$ cat src/rtl/enum_seq.sv
// Parametrised N-member enumerated sequencer: binary or one-hot encoding, up/down stepping,
// synchronous load and a modulo wrap counter. Define ENUM_SEQ_ASSERT_EN to compile in assertions.
module enum_seq #(
  parameter int NSTATES   = 4,
  parameter int ONEHOT    = 0,
  parameter int CNT_W     = 8,
  parameter int RESET_IDX = 0,
  localparam int IDX_W    = (NSTATES > 2) ? $clog2(NSTATES) : 1,
  localparam int SW       = (ONEHOT != 0) ? NSTATES : IDX_W
) (
  input  logic             clk,
  input  logic             rst,
  input  logic             en,
  input  logic             dir,
  input  logic             load,
  input  logic [IDX_W-1:0] load_idx,
  output logic [SW-1:0]    state,
  output logic [IDX_W-1:0] idx,
  output logic             wrap,
  output logic [CNT_W-1:0] laps,
  output logic             err
);

  function automatic logic [SW-1:0] enc(input logic [IDX_W-1:0] k);
    if (ONEHOT != 0) return SW'(1) << k;
    return SW'(k);
  endfunction

  function automatic logic [IDX_W-1:0] dec(input logic [SW-1:0] s);
    logic [IDX_W-1:0] k;
    k = '0;
    if (ONEHOT != 0) begin
      for (int i = 0; i < SW; i++) if (s[i]) k = IDX_W'(i);
    end else begin
      k = IDX_W'(s);
    end
    return k;
  endfunction

  function automatic logic legal(input logic [SW-1:0] s);
    if (ONEHOT != 0) return $onehot(s);
    return 32'(s) < 32'(NSTATES);
  endfunction

  localparam logic [SW-1:0] ENC_RESET = enc(IDX_W'(RESET_IDX));

  // Only the boundary members need names; interior members are reached through enc().
  typedef enum logic [SW-1:0] {
    S_FIRST = enc(IDX_W'(0)),
    S_LAST  = enc(IDX_W'(NSTATES - 1))
  } edge_e;

  logic [SW-1:0]    state_q, state_d;
  logic [IDX_W-1:0] idx_q, idx_d;
  logic [CNT_W-1:0] laps_q, laps_d;
  logic             wrap_q, wrap_d;
  logic             err_q, err_d;

  logic [IDX_W-1:0] cur_idx, nxt_idx;
  logic             cur_legal, at_first, at_last, step_wrap;

  always_comb begin
    cur_idx   = dec(state_q);
    cur_legal = legal(state_q);
    at_first  = (state_q == S_FIRST);
    at_last   = (state_q == S_LAST);
    // With two members every step crosses the s[1]/s[0] boundary, whichever direction.
    step_wrap = (NSTATES == 2) || (dir ? at_first : at_last);
    if (dir) nxt_idx = at_first ? IDX_W'(NSTATES - 1) : cur_idx - IDX_W'(1);
    else     nxt_idx = at_last  ? '0                  : cur_idx + IDX_W'(1);

    state_d = state_q;
    idx_d   = idx_q;
    laps_d  = laps_q;
    wrap_d  = 1'b0;
    err_d   = 1'b0;

    if (!cur_legal) begin
      state_d = ENC_RESET;
      idx_d   = IDX_W'(RESET_IDX);
      err_d   = 1'b1;
    end else if (load) begin
      if (32'(load_idx) < 32'(NSTATES)) begin
        state_d = enc(load_idx);
        idx_d   = load_idx;
      end else begin
        err_d   = 1'b1;
      end
    end else if (en) begin
      state_d = enc(nxt_idx);
      idx_d   = nxt_idx;
      wrap_d  = step_wrap;
      if (step_wrap) laps_d = laps_q + CNT_W'(1);
    end
  end

  always_ff @(posedge clk) begin
    if (rst) begin
      state_q <= ENC_RESET;
      idx_q   <= IDX_W'(RESET_IDX);
      laps_q  <= '0;
      wrap_q  <= 1'b0;
      err_q   <= 1'b0;
    end else begin
      state_q <= state_d;
      idx_q   <= idx_d;
      laps_q  <= laps_d;
      wrap_q  <= wrap_d;
      err_q   <= err_d;
    end
`ifdef ENUM_SEQ_ASSERT_EN
    if (!rst) begin
      case (cur_legal)
        1'b1:    assert (!wrap_d || at_first || at_last);
        default: assert (1'b0);
      endcase
    end
    assert ((ONEHOT != 0) || (S_FIRST == '0));
`endif
  end

`ifdef ENUM_SEQ_ASSERT_EN
  always_comb begin
    if (!rst) begin
      assert (32'(idx_q) < 32'(NSTATES));
      assert (state_q == enc(idx_q));
      if (ONEHOT != 0) assert ($onehot(state_q));
    end
  end
`endif

  assign state = state_q;
  assign idx   = idx_q;
  assign wrap  = wrap_q;
  assign laps  = laps_q;
  assign err   = err_q;

endmodule

$ cat config.mk
export PLATFORM = sky130hd
export DESIGN_NAME = enum_seq
export DESIGN_NICKNAME = d
export VERILOG_FILES = /design/src/rtl/enum_seq.sv
export SDC_FILE = /design/constraint.sdc
export NUM_CORES = 1
export LEC_CHECK = 0
export CORE_AREA = 2 2 39 41
export DETAILED_ROUTE_END_ITERATION = 10
export DIE_AREA = 0 0 41 43
export PLACE_DENSITY = 0.76
export SLEW_MARGIN = 20
export SYNTH_ARGS = -nofsm -noshare
export SYNTH_HDL_FRONTEND = slang
export SYNTH_SLANG_ARGS = --single-unit
$ cat constraint.sdc
create_clock -name clk -period 3.03 [get_ports clk]
set_input_delay 0.303 -clock clk [delete_from_list [all_inputs] [get_ports clk]]
set_output_delay 0.303 -clock clk [all_outputs]
set_load 0.03 [all_outputs]
==> Word level (Yosys, flattened, before mapping) <==
Index checks and enable logic that the tools add are counted.
{ "totals": {"register_bits": 11, "latchBits": 0, "ram_bits": 0, "romBits": 0, "inputBits": 7, "elab_cells": 19, "mem_count": 0} }
{ "classes": {"add_sub_neg": 3, "mul": 0, "div_mod_pow": 0, "order_cmp": 0, "eq_ne": 1, "shift": 0, "mux": 6, "bitwise_logic": 2, "reduce_logical": 4} }
{ "ops": {"columns": ["operator", "count"], "rows": [
  ["2-bit 2-to-1 mux", 5],
  ["8-bit by 1-bit adder with 8-bit output, second input constant", 1],
  ["3-bit AND reduction", 1],
  ["3-bit OR reduction", 1],
  ["2-bit by 1-bit adder with 2-bit output, second input constant", 1],
  ["2-bit equality test, second input constant", 1],
  ["2-bit zero test", 1],
  ["1-bit NOT", 2],
  ["2-bit nonzero test", 1],
  ["2-bit by 1-bit subtractor with 2-bit output, second input constant", 1],
  ["1-bit 2-to-1 mux", 1]
]} }

==> Longest topological paths before layout <==
Gate-level depths: netlist (run 1).
{ "logic_depth": {"depth_word": 5, "ltp_mapped": 6} }

==> Worst setup path before layout (run 1) <==
No wires, ideal clock.
{ "synth_timing": {"path_type": "register to register", "from": "register idx[0] (netlist name)", "to": "register laps_q[5], in the netlist laps[5]", "setup_time_ns": 0.121, "arrival_time_ns": 1.659, "required_time_ns": 2.909, "setup_slack_ns": 1.250, "path_stages_with_launch": 7, "n_path_buf": 0, "synth_period_minus_slack_ns": 1.780, "path_cell_list": "dfxtp_1 > inv_1 > ha_1 > mux2i_2 > nor3_2 > nand3_1 > mux2_4"} }
{ "synth_rtl": {"columns": ["element", "line_no", "rtl"], "rows": [
  ["end signal, assigned", "107", "laps_q <= laps_d;"],
  ["end, declared", "55", "logic [CNT_W-1:0] laps_q, laps_d;"]
]} }

==> Final worst setup path (run 1) <==
{ "layout_timing": {"from": "register laps_q[3], in the netlist laps[3]", "to": "output laps[3]"} }
{ "layout_rtl": {"columns": ["element", "line_no", "rtl"], "rows": [
  ["end, declared", "20", "output logic [CNT_W-1:0] laps,"]
]} }
No word-level cell between the ends.

==> results of run 1 <==
registers in the layout, indices dropped and copies added (netlist names):
register / flops
laps: 8
wrap: 1
idx: 2
metrics by stage:
step | total power [W] | instance area [sq um] | util | setup WS, ns | hold slack, ns
2_1_floorplan | 0.000193 | 573 | - | 1.25 | 0.427
3_3_place_gp | 0.000212 | 753 | 0.544 | 1.11 | 0.510
3_5_place_dp | 0.000213 | 753 | 0.544 | 1.07 | 0.516
4_1_cts | 0.000317 | 779 | 0.563 | 1.29 | 0.542
5_1_grt | 0.000326 | 779 | 0.563 | 1.25 | 0.568
6_report | 0.000314 | 779 | 0.563 | 1.30 | 0.529
area by class of cell:
| class | instances | area, sq um | area share |
|---|---|---|---|
| Multi-Input combinational cell | 48 | 312 | 0.400 |
| Sequential cell | 11 | 220 | 0.283 |
| Timing Repair Buffer | 19 | 190 | 0.244 |
| Clock buffer | 4 | 26.3 | 0.0337 |
| Tap cell | 16 | 20.0 | 0.0257 |
| Inverter | 3 | 11.3 | 0.0144 |
final timing paths:
path / from / to / slack [ns]
worst max-delay path: laps[3] / laps[3] / 1.30
worst min-delay path: laps[7] / laps[7] / 0.53
worst max register to register: idx[0] / laps[5] / 1.34
worst min register to register: laps[7] / laps[7] / 0.53
worst reg2reg max path, stage by stage (launching register included):
cell     delay [ns]
dfxtp_1        0.41
inv_1          0.07
ha_1           0.22
mux2i_2        0.38
nor3_2         0.11
nand3_1        0.12
mux2_4         0.29
routing by layer:
| metal | track usage | share of wire | vias to the layer above |
|---|---|---|---|
| met5 | 0 | 0 | - |
| met4 | 0.120 | 0.035 | 0 |
| met3 | 0.0471 | 0.075 | 7 |
| met2 | 0.206 | 0.42 | 22 |
| met1 | 0.198 | 0.47 | 218 |
| li1 | - | - | 256 |
power groups by stage:
| stage | sequential (W) | combinational [W] | clock (W) |
|---|---|---|---|
| global placement | 0.000155 | 0.0000571 | 0 |
| finish | 0.000152 | 0.0000584 | 0.000104 |
| CTS | 0.000152 | 0.0000585 | 0.000106 |
| global route | 0.000153 | 0.0000635 | 0.000110 |
| floorplan | 0.000161 | 0.0000321 | 0 |
| detailed placement | 0.000155 | 0.0000583 | 0 |
logic make-up (layout without fill, tap and decap cells):
family	count (synthesis)	count (layout)
compound gates	8	8
xor+xnor	7	7
fa+ha+maj	3	3
buf+inv	8	26
flops	11	11
mux	2	2
other cells	1	1
simple gates	27	27
cell usage in the layout, fill, tap and decap left out, drive strengths merged:
cell           instances
nand2b                 2
ha                     3
nor4                   2
xnor2                  7
clkdlybuf4s50         19
nor2b                  1
clkbuf                 4
mux2                   1
a211oi                 1
a31oi                  1
conb                   1
nor2                  10
nor3                   3
nand4                  1
o21a                   1
a21oi                  4
nand3                  4
dfxtp                 11
o21ai                  1
nand2                  3
mux2i                  1
nor3b                  1
inv                    3
==> impl_metrics.py, run 1 <==
metrics = {
    "outcome": {
        "status": "finished clean",
    },
    "detailed_routing": {
        "via_per_inst": 4.98,
        "routedWlPerCell_microns": 11.5,
        "remaining_drc_errors": 0,
        "vias": 503,
        "drt_wl_total_microns": 1160,
        "drt-initial-drc-count": 6,
        "drtAntennaViolNets": 0,
        "firstDrtPassIters": 4,
    },
    "final_layout": {
        "drive_gt1_frac": 0.0706,
        "nets": 96,
        "antenna_cells": 0,
        "fin_cells": 101,
        "fillers": 128,
        "area_growth_syn_to_layout_pct": 36.0,
    },
    "global_route": {
        "grt.overflow.total": 0,
        "antenna_found_initial": 0,
        "grt_pass1_wl_microns": 1810,
        "grt_pass1_vias": 431,
        "globalRouteTotalUtil": 0.155,
        "grt_max_degree": 13,
    },
    "min_path": {
        "holdPathStages": 2,
        "hold_path.class": "flip-flop to flip-flop",
    },
    "worst_setup_path": {
        "critPathMaxFanout": 6,
        "cp_cell_sequence": "clkdlybuf4s50_1",
        "crit_family": "buffers and inverters",
        "worstPathRequired_ns": 2.73,
        "worstSetupPathType": "flip-flop to primary output",
        "cp.depth": 1,
        "worstSetupEndpointType": "primary output",
        "cp_slowest_cell": "clkdlybuf4s50_1",
        "path_buf_inv": 1,
        "cp_slowest_stage_delay_ns": 0.71,
        "arrival_ns": 1.43,
        "cp-start-kind": "flip-flop",
        "r2r_cells": 6,
    },
    "clock_network": {
        "cts.clk_slew.worst_paths_ns": 0.07,
        "ctsLongestPathBuffers": 2,
        "post_cts_buffers": 0,
        "cts_root_buf": "clkbuf_4",
        "cts_tree": "yes",
        "insertion_delay_ns": 0.28,
        "clock-sinks": 11,
        "postCtsHoldBufs": 0,
        "cts_resized": 0,
        "htreeDepth": 1,
        "numCtsBuffers": 3,
    },
    "floorplan": {
        "die_h_microns": 43,
        "die_x_microns": 41,
        "pin_count": 21,
        "start_util": 0.414,
        "rows": 14,
        "fp.coreArea_sq_um": 1380,
        "die_area_sq_um": 1760,
    },
    "logic_synthesis": {
        "yosys.area_share.xor_xnor": 0.107,
        "netlist_area_sq_um": 573,
        "synthSimpleGateAreaFrac": 0.234,
        "synth.area.mux_share": 0.0502,
        "synth_compound_area_frac": 0.0808,
        "seq_area_frac_synth": 0.384,
        "synth_area_leader_cell": "dfxtp_1",
        "netlist_top_cells_count": "11 x dfxtp_1, 10 x nor2_1, 7 x xnor2_1, 4 x a21oi_1, 4 x nand3_1",
        "synthTopCellsByArea": "dfxtp_1 38%, xnor2_1 11%, ha_1 6.6%, nor2_1 6.6%, buf_4 3.9%",
        "ys_types": 24,
        "synth_top_family_by_area": "simple AND/OR/NAND/NOR gates",
        "synth_seq_cells": 11,
        "synthCells": 67,
        "async_flop_share": 0,
        "synth_adder_area_share": 0.0655,
        "synth_top_flop_cell": "dfxtp_1",
        "synthesis.nets": 77,
        "syn_area_per_cell_sq_um": 8.55,
        "synth_edf_count": 0,
        "ys_warn_count": 0,
        "netlist.area_leader.share": 0.384,
        "synth_most_common_cell": "dfxtp_1",
    },
    "placement": {
        "place_congestion": 0.773,
        "dp_hpwl_microns": 831,
        "post-place-cells": 97,
        "portBuffers": 19,
    },
    "timing": {
        "setup_tns_ns": 0,
        "setup_viol": 0,
        "fin_crit_sh": 0.571,
        "final_hold_viol_count": 0,
        "fmax_ghz": 0.578,
        "grt_setup_unrepaired": "false",
        "maxSlewViolCount": 0,
        "period_needed_ns": 1.73,
        "worst_clock_skew_ns": 0.00781,
    },
    "pwr": {
        "power_frac_clock": 0.330,
        "p_leak_nw": 0.276,
        "internal_power_w": 0.000225,
        "seqPwrFrac": 0.484,
        "pwr_density_cell_nw_per_um2": 402,
        "vdd_drop_max_mv": 0.252,
        "p_comb_frac": 0.186,
        "swShare": 0.282,
        "p_sw_w": 0.0000886,
    },
    "run": {
        "maxCapViolations": 0,
    },
}
Note: power is estimated with default switching activity, not from simulation.
==> run 2: changes to the inputs <==
--- a/config.mk
+++ b/config.mk
@@ -5,10 +5,9 @@
 export SDC_FILE = /design/constraint.sdc
 export NUM_CORES = 1
 export LEC_CHECK = 0
-export CORE_AREA = 2 2 39 41
+export CORE_UTILIZATION = 42
 export DETAILED_ROUTE_END_ITERATION = 10
-export DIE_AREA = 0 0 41 43
-export PLACE_DENSITY = 0.76
+export PLACE_DENSITY = 0.74
 export SLEW_MARGIN = 20
 export SYNTH_ARGS = -nofsm -noshare
 export SYNTH_HDL_FRONTEND = slang
==> constraint.sdc (replaced) <==
create_clock -name clk -period 1.7 [get_ports clk]
set_input_delay 0.17 -clock clk [delete_from_list [all_inputs] [get_ports clk]]
set_output_delay 0.17 -clock clk [all_outputs]
set_load 0.03 [all_outputs]
==> impl_metrics.py, run 2 (synthesis results as in run 1) <==
metrics = {
    "outcome": {
        "status": "finished clean",
    },
    "pwr": {
        "pwr_density_cell_nw_per_um2": 683,
        "finalPower_w": 0.000563,
        "vdd_drop_max_mv": 0.544,
        "p_leak_nw": 0.305,
    },
    "worst_setup_path": {
        "critPathMaxFanout": 6,
        "worstPathRequired_ns": 1.53,
        "worstSetupEndpointType": "primary output",
        "cp-start-kind": "flip-flop",
        "path_buf_inv": 1,
        "crit_family": "buffers and inverters",
        "cp_cell_sequence": "clkdlybuf4s50_1",
        "arrival_ns": 1.42,
        "cp_slowest_stage_delay_ns": 0.71,
        "worstSetupPathType": "flip-flop to primary output",
        "cp_slowest_cell": "clkdlybuf4s50_1",
    },
    "floorplan": {
        "fp.coreArea_sq_um": 1190,
        "die_h_microns": 38.9,
        "die_area_sq_um": 1520,
        "rows": 12,
        "die_x_microns": 38.9,
        "start_util": 0.483,
        "pin_count": 21,
    },
    "final_layout": {
        "largest_reg_flops": 8,
        "layout_commonest_cell": "clkdlybuf4s50_1",
        "fin_area_sq_um": 825,
        "area_growth_syn_to_layout_pct": 43.9,
        "antenna_cells": 0,
        "fin_cells": 105,
        "drive_gt1_frac": 0.154,
        "nets": 102,
        "final_cell_mix": "19 x clkdlybuf4s50_1, 10 x nor2_1, 9 x dfxtp_1, 7 x xnor2_1, 6 x buf_4",
    },
    "clock_network": {
        "htreeDepth": 1,
        "cts_resized": 0,
        "ctsLongestPathBuffers": 2,
        "cts_root_buf": "clkbuf_4",
        "postCtsHoldBufs": 0,
        "post_cts_buffers": 0,
        "numCtsBuffers": 3,
        "cts_tree": "yes",
        "cts.clk_slew.worst_paths_ns": 0.06,
        "clock-sinks": 11,
        "insertion_delay_ns": 0.27,
    },
    "placement": {
        "place_congestion": 0.740,
        "portBuffers": 19,
        "dpl_cell_area_sq_um": 798,
        "post-place-cells": 101,
        "pre_cts_slack_ns": 0.0514,
        "dp_hpwl_microns": 871,
    },
    "timing": {
        "setup_ws_ns": 0.112,
        "setup_tns_ns": 0,
        "maxSlewViolCount": 0,
        "fmax_ghz": 0.630,
        "grt_setup_unrepaired": "false",
        "final_hold_viol_count": 0,
        "worst_clock_skew_ns": 0.00256,
        "setup_viol": 0,
        "period_needed_ns": 1.59,
        "fin_crit_sh": 0.934,
    },
    "detailed_routing": {
        "drt_wl_total_microns": 1130,
        "routedWlPerCell_microns": 10.7,
        "vias": 501,
        "via_per_inst": 4.77,
        "wl_met3_microns": 74,
        "firstDrtPassIters": 4,
        "remaining_drc_errors": 0,
        "drt-initial-drc-count": 12,
        "drtAntennaViolNets": 0,
        "drt-met1-wl_microns": 560,
        "top_layer": "met3",
        "wl_met2_microns": 492,
    },
    "global_route": {
        "grt_pass1_wl_microns": 1750,
        "globalRouteTotalUtil": 0.180,
        "grt.overflow.total": 0,
        "grt_max_degree": 9,
        "antenna_found_initial": 0,
        "grt_pass1_vias": 407,
    },
    "run": {
        "maxCapViolations": 0,
    },
    "min_path": {
        "hold_path.class": "primary input to flip-flop",
    },
}
run 2: report_power, final:
group	leakage, nW	switching [W]	internal (W)
clock	0.0150	0.0000845	0.0000909
combinational	0.200	0.0000588	0.0000571
sequential	0.0898	0.00000708	0.000265
run 2: per-stage QoR:
step            util  hold WS [ns]
2_1_floorplan      -         0.294
3_3_place_gp   0.673         0.498
3_5_place_dp   0.673         0.509
4_1_cts        0.695         0.508
5_1_grt        0.695         0.535
6_report       0.695         0.512
run 2: layout make-up:
class | count | area [sq um]
inverters | 3 | 11.3
clock buffers | 4 | 26.3
flip-flops and latches | 11 | 223
repair buffers | 25 | 235
multi-input cells | 48 | 312
fillers | 103 | 362
well taps | 14 | 17.5
run 2: routing by layer:
metal  vias up  global-route usage
li1        270                   -
met1       215               0.224
met2        16               0.258
met3         0               0.104
met4         0              0.0517
met5         -                   0
run 2: path summary, 6_finish.rpt:
| kind | cells after the start | slack, ns | from | to |
|---|---|---|---|---|
| min reg2reg | 2 | 0.52 | laps[1] | laps[1] |
| max | 1 | 0.11 | laps[3] | laps[3] |
| max reg2reg | 7 | 0.17 | idx[0] | laps[6] |
| min | 3 | 0.51 | load_idx[1] | idx[1] |
